`config.mk`:
```
export PLATFORM = sky130hd
export DESIGN_NAME = fetch_req_tracker
export DESIGN_NICKNAME = d
export VERILOG_FILES = /design/src/rtl/core_pkg.sv /design/src/rtl/fetch_addr_fifo.sv /design/src/rtl/fetch_req_tracker.sv
export SDC_FILE = /design/constraint.sdc
export NUM_CORES = 1
export LEC_CHECK = 0
export ABC_CLOCK_PERIOD_IN_PS = 3000
export CORE_UTILIZATION = 44
export CTS_BUF_LIST = sky130_fd_sc_hd__clkbuf_4 sky130_fd_sc_hd__clkbuf_8 sky130_fd_sc_hd__clkbuf_16
export DETAILED_ROUTE_END_ITERATION = 6
export DONT_BUFFER_PORTS = 1
export MAX_ROUTING_LAYER = met4
export SETUP_SLACK_MARGIN = 0.05
export SLEW_MARGIN = 20
export SYNTH_ARGS = -nofsm -noshare
export SYNTH_HDL_FRONTEND = slang
export SYNTH_SLANG_ARGS = --single-unit
```
`constraint.sdc`:
```
create_clock -name clock -period 3 [get_ports clock]
set_clock_uncertainty 0.05 [all_clocks]
set_input_delay 0.6 -clock clock [delete_from_list [all_inputs] [get_ports clock]]
set_output_delay 0.6 -clock clock [all_outputs]
set_load 0.02 [all_outputs]
```
`src/rtl/core_pkg.sv`:
```
// rtl/core_pkg.sv - shared fetch-path constants
// Purpose: default address width, instruction width and NOP encoding shared
// by the fetch-path blocks.
package core_pkg;
  localparam int          CORE_ADDRESS_BITS = 12;
  localparam int          INSTR_BITS        = 32;
  localparam logic [31:0] NOP_INSTR         = 32'h0000_0013;
endpackage

```
`src/rtl/fetch_addr_fifo.sv`:
```
// rtl/fetch_addr_fifo.sv - circular buffer of outstanding fetch addresses
// Purpose: DEPTH x WIDTH in-order address queue with explicit occupancy count.
// Ports:
//   clock, reset      core clock, synchronous active-low reset
//   push, push_data   write push_data at tail
//   pop               retire head entry
//   clear             empty the queue (priority over push and pop)
//   head_data         oldest address (valid when count != 0)
//   count             number of entries held
module fetch_addr_fifo #(
  parameter int DEPTH = 2,
  parameter int WIDTH = 12
) (
  input  logic                     clock,
  input  logic                     reset,
  input  logic                     push,
  input  logic [WIDTH-1:0]         push_data,
  input  logic                     pop,
  input  logic                     clear,
  output logic [WIDTH-1:0]         head_data,
  output logic [$clog2(DEPTH):0]   count
);
  localparam int PTR_BITS = $clog2(DEPTH);
  localparam int CNT_BITS = PTR_BITS + 1;

  logic [WIDTH-1:0]    mem [DEPTH];
  logic [PTR_BITS-1:0] head;
  logic [PTR_BITS-1:0] tail;

  assign head_data = mem[head];

  // Storage needs no reset; count gates every read.
  always_ff @(posedge clock) begin
    if (push && !clear) begin
      mem[tail] <= push_data;
    end
  end

  // DEPTH is a power of two, so pointers wrap by natural overflow.
  always_ff @(posedge clock) begin
    if (!reset) begin
      head  <= '0;
      tail  <= '0;
      count <= '0;
    end else if (clear) begin
      head  <= '0;
      tail  <= '0;
      count <= '0;
    end else begin
      if (push) tail <= tail + PTR_BITS'(1);
      if (pop)  head <= head + PTR_BITS'(1);
      case ({push, pop})
        2'b10:   count <= count + CNT_BITS'(1);
        2'b01:   count <= count - CNT_BITS'(1);
        default: count <= count;
      endcase
    end
  end
endmodule

```
`src/rtl/fetch_req_tracker.sv`:
```
// rtl/fetch_req_tracker.sv - in-order fetch request tracker between IF and I-cache
// Purpose: queues issued fetch addresses, pairs each I-cache response with the
// oldest live address, forwards matched (PC, instruction) to decode one cycle
// later, silently drops responses of flushed requests, and flags protocol errors.
// Ports:
//   clock, reset                 core clock, synchronous active-low reset
//   req_valid/req_addr/req_ready fetch request from IF
//   rsp_valid/rsp_addr/rsp_data  instruction returned by the I-cache
//   flush                        redirect: squash all outstanding requests
//   out_valid/out_pc/out_instruction  matched pair to decode (1-cycle pulse)
//   occupancy                    live outstanding entries
//   err_overflow/err_spurious/err_mismatch  sticky protocol error flags
module fetch_req_tracker
  import core_pkg::*;
#(
  parameter int ADDRESS_BITS = CORE_ADDRESS_BITS,
  parameter int DEPTH        = 2
) (
  input  logic                      clock,
  input  logic                      reset,
  input  logic                      req_valid,
  input  logic [ADDRESS_BITS-1:0]   req_addr,
  output logic                      req_ready,
  input  logic                      rsp_valid,
  input  logic [ADDRESS_BITS-1:0]   rsp_addr,
  input  logic [INSTR_BITS-1:0]     rsp_data,
  input  logic                      flush,
  output logic                      out_valid,
  output logic [ADDRESS_BITS-1:0]   out_pc,
  output logic [INSTR_BITS-1:0]     out_instruction,
  output logic [$clog2(DEPTH):0]    occupancy,
  output logic                      err_overflow,
  output logic                      err_spurious,
  output logic                      err_mismatch
);
  localparam int CNT_BITS = $clog2(DEPTH) + 1;

  logic [CNT_BITS-1:0]     drop_cnt;
  logic [CNT_BITS:0]       total;
  logic [ADDRESS_BITS-1:0] head_addr;
  logic                    push;
  logic                    rsp_drop;
  logic                    rsp_spurious;
  logic                    rsp_match;
  logic                    rsp_mismatch;
  logic                    consumed;

  // Flushed-but-unanswered requests still occupy I-cache slots, so they
  // count against capacity until their responses drain.
  assign total     = {1'b0, occupancy} + {1'b0, drop_cnt};
  assign req_ready = (total < (CNT_BITS+1)'(DEPTH)) && !flush;
  assign push      = req_valid && req_ready;

  assign rsp_drop     = rsp_valid && (drop_cnt != '0);
  assign rsp_spurious = rsp_valid && (drop_cnt == '0) && (occupancy == '0);
  assign rsp_match    = rsp_valid && (drop_cnt == '0) && (occupancy != '0) &&
                        (rsp_addr == head_addr);
  assign rsp_mismatch = rsp_valid && (drop_cnt == '0) && (occupancy != '0) &&
                        (rsp_addr != head_addr);
  assign consumed     = rsp_drop || rsp_match;

  fetch_addr_fifo #(
    .DEPTH (DEPTH),
    .WIDTH (ADDRESS_BITS)
  ) u_fifo (
    .clock     (clock),
    .reset     (reset),
    .push      (push),
    .push_data (req_addr),
    .pop       (rsp_match),
    .clear     (flush),
    .head_data (head_addr),
    .count     (occupancy)
  );

  always_ff @(posedge clock) begin
    if (!reset) begin
      drop_cnt        <= '0;
      out_valid       <= 1'b0;
      out_pc          <= '0;
      out_instruction <= '0;
      err_overflow    <= 1'b0;
      err_spurious    <= 1'b0;
      err_mismatch    <= 1'b0;
    end else begin
      // On flush every live entry becomes a pending drop, less the one
      // response (if any) already retired this cycle.
      if (flush) begin
        drop_cnt <= drop_cnt + occupancy - CNT_BITS'(consumed);
      end else if (rsp_drop) begin
        drop_cnt <= drop_cnt - CNT_BITS'(1);
      end

      out_valid <= rsp_match && !flush;
      if (rsp_match && !flush) begin
        out_pc          <= head_addr;
        out_instruction <= rsp_data;
      end

      if (req_valid && !req_ready && !flush) err_overflow <= 1'b1;
      if (rsp_spurious)                       err_spurious <= 1'b1;
      if (rsp_mismatch)                       err_mismatch <= 1'b1;
    end
  end
endmodule

```
* Word level (Yosys, flattened, before mapping)
Memory sizes are Yosys's and may differ from the RTL's. A register that Yosys moved wholly into a read port is not among the register bits.
Index checks and enable logic that the tools add are counted.
W data, S select, Z words.
** Storage, ports and cells
- Latch bits :: 0
- Bits in registers :: 54
- Bits in writable memories :: 24
- Output and inout port bits :: 51
- Memories :: 1
- Memory bits (read-only) :: 0
** Memories
- u_fifo.mem :: words 2, bits a word 12, rd ports 1, clocked after memory_dff 1, write ports 1, RTL line fetch_addr_fifo.sv:26 : logic [WIDTH-1:0] mem [DEPTH];
** Cells by class
- $lt $le $gt $ge :: 1
- Bitwise gates (word level) :: 1
- Divide/modulo/power cells :: 0
- Mux-type cells :: 7
- Shifts and indexed selects :: 0
- Reduce and logical (&&, ||, !) cells :: 22
- Multiply operators :: 0
- Equal/unequal tests :: 4
- $add $sub $neg :: 8
** Operators with widths (count)
- $eq A12 B12 Y1 :: 1
- $logic_and A1 B1 Y1 :: 12
- $ne A12 B12 Y1 :: 1
- $reduce_bool A2 Y1 :: 4
- $logic_not A2 Y1 :: 2
- $mux W1 :: 4
- $mux W2 :: 2
- $pmux W2 S2 :: 1
- $sub A2 B1 Y2 const B :: 2
- $add A2 B2 Y3 :: 1
- $lt A3 B2 Y1 const B :: 1
- $add A1 B1 Y1 const B :: 2
- $add A2 B1 Y2 const B :: 1
- $add A2 B2 Y2 :: 1
- $eq A2 B1 Y1 const B :: 1
- $eq A2 B2 Y1 const B :: 1
- $logic_not A1 Y1 :: 2
- $reduce_or A2 Y1 :: 1
- $sub A2 B1 Y2 :: 1
- $logic_or A1 B1 Y1 :: 1
- $not A1 Y1 :: 1

* Longest topological paths before layout
- Depth after elaboration :: 7
- Gate-level depth with buffers :: 13

* Hierarchy
Synthesis repeated with hierarchy kept, for this count alone.
** Unflattened totals
- Cells, all modules :: 314
- Area total of the unflattened synthesis :: 3393.3 um^2
** By module, submodules not included
- fetch_req_tracker :: seq. area each 1001.0 um^2, instances 1, cells an instance 255, area an instance 2331.0 um^2
- fetch_addr_fifo :: seq. area each 820.8 um^2, instances 1, cells an instance 59, area an instance 1062.3 um^2

* Worst setup path after synthesis
No wires, ideal clock.
- Kind :: flip-flop to flip-flop
- From :: register u_fifo.count[0]
- To :: memory u_fifo.mem[0][0], enable pin
- Path buffers :: 0
- Data required time :: 2570 ps
- Data arrival time :: 2142 ps
- Stages on the path, launching flop included :: 7
- Path slack :: 427 ps
- Cells stage by stage :: dfxtp_1 inv_1 nor2_1 fa_1 nor3_1 inv_1 nor2_1
** On the way
- Word-level cells in the longest chain between the ends :: 7
** Ends and longest elaborated chain
- start, declared :: RTL line fetch_addr_fifo.sv:21 : output logic [$clog2(DEPTH):0] count
- start signal, assigned :: RTL line fetch_addr_fifo.sv:53 : 2'b10: count <= count + CNT_BITS'(1);
- start signal, assigned :: RTL line fetch_addr_fifo.sv:54 : 2'b01: count <= count - CNT_BITS'(1);
- start signal, assigned :: RTL line fetch_addr_fifo.sv:55 : default: count <= count;
- $add A2 B2 Y3 :: RTL line fetch_req_tracker.sv:50 : assign total = {1'b0, occupancy} + {1'b0, drop_cnt};
- $lt A3 B2 Y1 :: RTL line fetch_req_tracker.sv:51 : assign req_ready = (total < (CNT_BITS+1)'(DEPTH)) && !flush;
- $logic_and A1 B1 Y1 :: RTL line fetch_req_tracker.sv:51
- $logic_and A1 B1 Y1 :: RTL line fetch_req_tracker.sv:52 : assign push = req_valid && req_ready;
- $logic_and A1 B1 Y1 :: RTL line fetch_addr_fifo.sv:34 : if (push && !clear) begin
- $mux W1 :: RTL line fetch_addr_fifo.sv:34
- $mux W1 (implied by the code) :: RTL line fetch_addr_fifo.sv:35 : mem[tail] <= push_data;
- end, declared :: RTL line fetch_addr_fifo.sv:26
Every way passes these cells.

==> Flow_metrics.wiki <==
{| class="wikitable"
! Metric !! Value
|-
| Number of CTS-inserted buffers || 9
|-
| Congestion Overflow GR || 0
|-
| Worst-Skew Late Latency || 0.33 ns
|-
| Number of antenna violations at the first check in global routing || 0
|-
| Deepest clock path buffer count || 2
|-
| Shortest clock period the worst path allows after layout || 2.76 ns
|-
| Status || finished clean
|-
| Pre-Repair DR Iteration Count || 4
|-
| Overall power of the completed layout || 2.20 mW
|-
| Combinational family with the most area after synthesis || multiplexers
|-
| Crit end category || register
|-
| Root Driver || clkbuf_8
|-
| Core Region || 7450 µm²
|-
| Weighted congestion at the end of routability-driven global placement || 0.757
|-
| Footprint of the flip-flops and latches || 1820 µm²
|-
| Fin crit share || 91.9%
|-
| Port bufs || 0
|-
| Non-Filler Cell Area, Final || 3810 µm²
|-
| First-pass GRT wire length || 10000 µm
|-
| Routed length per placed instance || 14.5 µm
|-
| TritonCTS clock tree || done
|-
| Fraction of synthesized area in multiplexers || 18.1%
|-
| Num ports || 112
|-
| Yosys warning count || 0
|-
| Post-DP HPWL || 4360 µm
|-
| Multi-input gate area || 1510 µm²
|-
| Total Die Area || 8230 µm²
|-
| Synthesis-to-finish area growth || 9.90%
|-
| Largest net degree at the start of global routing || 95
|-
| Upper clock frequency limit || 363 MHz
|-
| Unique cell type count in the Yosys netlist || 29
|-
| Share of the synthesized area in compound gates (AO/OA/AOI/OAI) || 1.63%
|-
| # nets final || 386
|-
| Initial core utilization || 46.5%
|-
| Non-Filler Instances || 423
|-
| Mapped Cells || 314
|-
| Setup Viol. Count Final || 0
|-
| Largest fanout of any net on the critical path || 8
|-
| Simple-gate share of the synthesized area || 16.6%
|-
| Total wire length || 6140 µm
|-
| Setup WS post-layout || 0.242 ns
|-
| Number of maximum-capacitance violations || 0
|-
| Placed Instance Area || 3550 µm²
|-
| Layout cells sized above 1 || 14.5%
|-
| Syn avg cell area || 11.0 µm²
|-
| Number of fill cells || 696
|-
| Hold crit path type || in -> reg
|-
| Post-route DRC violation count || 0
|-
| Width of the die || 90.7 µm
|-
| Slew Limit Headroom || 70.2%
|-
| Placed cells || 405
|-
| Post-synth design cell area || 3460 µm²
|-
| Antenna viol nets, final || 0
|-
| Power Dens Cells || 577 nW/µm²
|-
| Hold buffer count at cts || 0
|-
| CTS sink count || 79
|-
| Rows || 31
|-
| Slew of the pin with the lowest slew margin || 0.444 ns
|-
| Max rail drop VDD || 0.000299 V
|-
| Number of nets produced by synthesis || 381
|-
| Core Util, Final || 51.1%
|-
| Dpl ws || 0.0666 ns
|-
| CTS clk-pin slew, worst paths || 0.08 ns
|-
| Start-to-end type of the worst setup path || reg -> reg
|-
| Final max-slew violation count || 0
|-
| Kind of start point of the critical path || register
|-
| GRT Util Overall || 16.0%
|-
| Fin Setup TNS || 0 ns
|-
| Xor and xnor area share after synthesis || 4.55%
|-
| Share of synthesized area occupied by flip-flops and latches || 52.6%
|-
| Hold Fails Final Rpt || 0
|-
| Flops & latches, synth || 79
|-
| CTS H-tree depth || 3
|-
| Post-Synth Adder-Cell Area || 2.38%
|-
| Number of DRC violations after detailed-routing iteration 0 || 46
|-
| Vias in the first global route || 2040
|-
| Avg Vias per Cell || 4.98
|-
| Data arrival time of the critical path || 2.94 ns
|-
| Unrepaired setup endpoints after global routing || no
|-
| Tightest hold margin || 0.305 ns
|-
| Via count || 2107
|-
| Data required time of the critical path || 3.19 ns
|-
| Static Leakage || 1.35 nW
|-
| Vertical extent of the die || 90.7 µm
|-
| Antenna diode count || 0
|}
-- flip-flops by register name, indices dropped and copies added, names as in the netlist, named ones only --
name	cells
drop_cnt	2
err_mismatch	1
err_overflow	1
err_spurious	1
out_instruction	32
out_pc	12
out_valid	1
u_fifo.count	2
u_fifo.head	1
u_fifo.mem	24
u_fifo.tail	1
-- layout by cell type (no fill, tap or decap), types with 2 or more instances in the layout --
| master | synthesis | layout |
|---|---|---|
| a21oi_1 | 2 | 2 |
| and2_1 | 14 | 14 |
| and2b_1 | 2 | 2 |
| buf_4 | 0 | 9 |
| clkbuf_16 | 0 | 2 |
| clkbuf_4 | 0 | 2 |
| clkbuf_8 | 0 | 9 |
| dfxtp_1 | 55 | 54 |
| edfxtp_1 | 24 | 24 |
| ha_1 | 5 | 5 |
| inv_1 | 8 | 8 |
| mux2_2 | 6 | 6 |
| mux2_4 | 8 | 8 |
| mux2i_1 | 44 | 42 |
| mux2i_2 | 0 | 2 |
| nand2_1 | 66 | 66 |
| nand2b_1 | 3 | 3 |
| nand4_1 | 2 | 2 |
| nor2_1 | 12 | 12 |
| nor2b_1 | 12 | 12 |
| nor3_1 | 4 | 4 |
| nor4_2 | 3 | 3 |
| o21a_1 | 2 | 2 |
| o21ai_0 | 3 | 3 |
| xnor2_1 | 17 | 17 |
-- per-layer routing --
| metal | GRT usage [%] | part of all wire (%) | vias to the layer above |
|---|---|---|---|
| li1 | - | - | 1057 |
| met1 | 19.2 | 46 | 956 |
| met2 | 25.1 | 45 | 87 |
| met3 | 5.39 | 8.3 | 7 |
| met4 | 5.65 | 0.80 | 0 |
| met5 | - | 0 | - |
-- Yosys cell counts --
master | instances | area share, %
mux2i_1 | 44 | 13
dfxtp_1 | 55 | 32
xnor2_1 | 17 | 4.3
and2_1 | 14 | 2.5
a41oi_1 | 1 | 0.25
inv_1 | 8 | 0.87
nor2_1 | 12 | 1.3
and4_1 | 1 | 0.25
nor4_2 | 3 | 1.1
nor3_1 | 4 | 0.58
buf_12 | 1 | 0.58
mux2_2 | 6 | 2.0
fa_1 | 1 | 0.58
mux2_4 | 8 | 3.5
o21ai_0 | 3 | 0.43
clkbuf_1 | 10 | 1.1
and2b_1 | 2 | 0.43
or3_1 | 1 | 0.18
nand2b_1 | 3 | 0.54
a211oi_1 | 1 | 0.22
a21oi_1 | 2 | 0.29
o21a_1 | 2 | 0.43
xor2_1 | 1 | 0.25
buf_6 | 5 | 1.6
edfxtp_1 | 24 | 21
ha_1 | 5 | 1.8
nand2_1 | 66 | 7.2
nor2b_1 | 12 | 2.2
nand4_1 | 2 | 0.36
-- cells by family (layout without fill, tap and decap cells) --
group | count (synthesis) | after routing
and+or+nand+nor | 120 | 120
adders and majority gates | 6 | 6
buffers and inverters | 24 | 34
AOI/OAI and AO/OA | 9 | 9
xor gates and xnor gates | 18 | 18
DFF | 79 | 79
muxes | 58 | 58
-- worst max-delay path, cell delays in order, from the launching register on --
cell      delay (ns)
dfxtp_2         0.41
buf_4           0.23
mux2i_2         0.27
xnor2_1         0.12
nor4_2          0.42
nand4_1         0.22
nand2b_1        0.12
ha_1            0.23
inv_1           0.05
ha_1            0.14
xnor2_1         0.13
xnor2_1         0.08
a21oi_1         0.14
nor2b_1         0.05
-- power by group --
part | total (mW) | switching, mW | internal [mW] | leakage (nW)
combinational | 0.168 | 0.0871 | 0.0812 | 0.565
clock | 0.881 | 0.374 | 0.506 | 0.117
sequential | 1.15 | 0.0205 | 1.13 | 0.664
total | 2.20 | 0.482 | 1.72 | 1.35
-- path summary, 6_finish.rpt --
path,to,slack (ns),start,depth (start not counted)
setup / recovery,drop_cnt[1]$_SDFFE_PN0P_,0.24,register,13
hold / removal,u_fifo.mem[0][3]$_DFFE_PP_,0.31,req_addr[3],0
setup reg to reg,drop_cnt[1]$_SDFFE_PN0P_,0.24,register,13
hold reg to reg,u_fifo.tail$_SDFFE_PP0N_,0.50,u_fifo.tail$_SDFFE_PP0N_,2
-- final cells by class --
cell class              count  area share (%)
well taps                  99            3.25
multi-input cells         211            39.6
inverters                   8           0.789
clock inverters             3            1.22
clock buffers              13            4.96
repair buffers             10            2.30
flip-flops and latches     79            47.9
-- timing repair --
action	in CTS	in global routing
buffers inserted	0	2
setup endpoints to repair	0	3
gates resized for setup	0	3
Note: power is estimated with default switching activity, not from simulation.
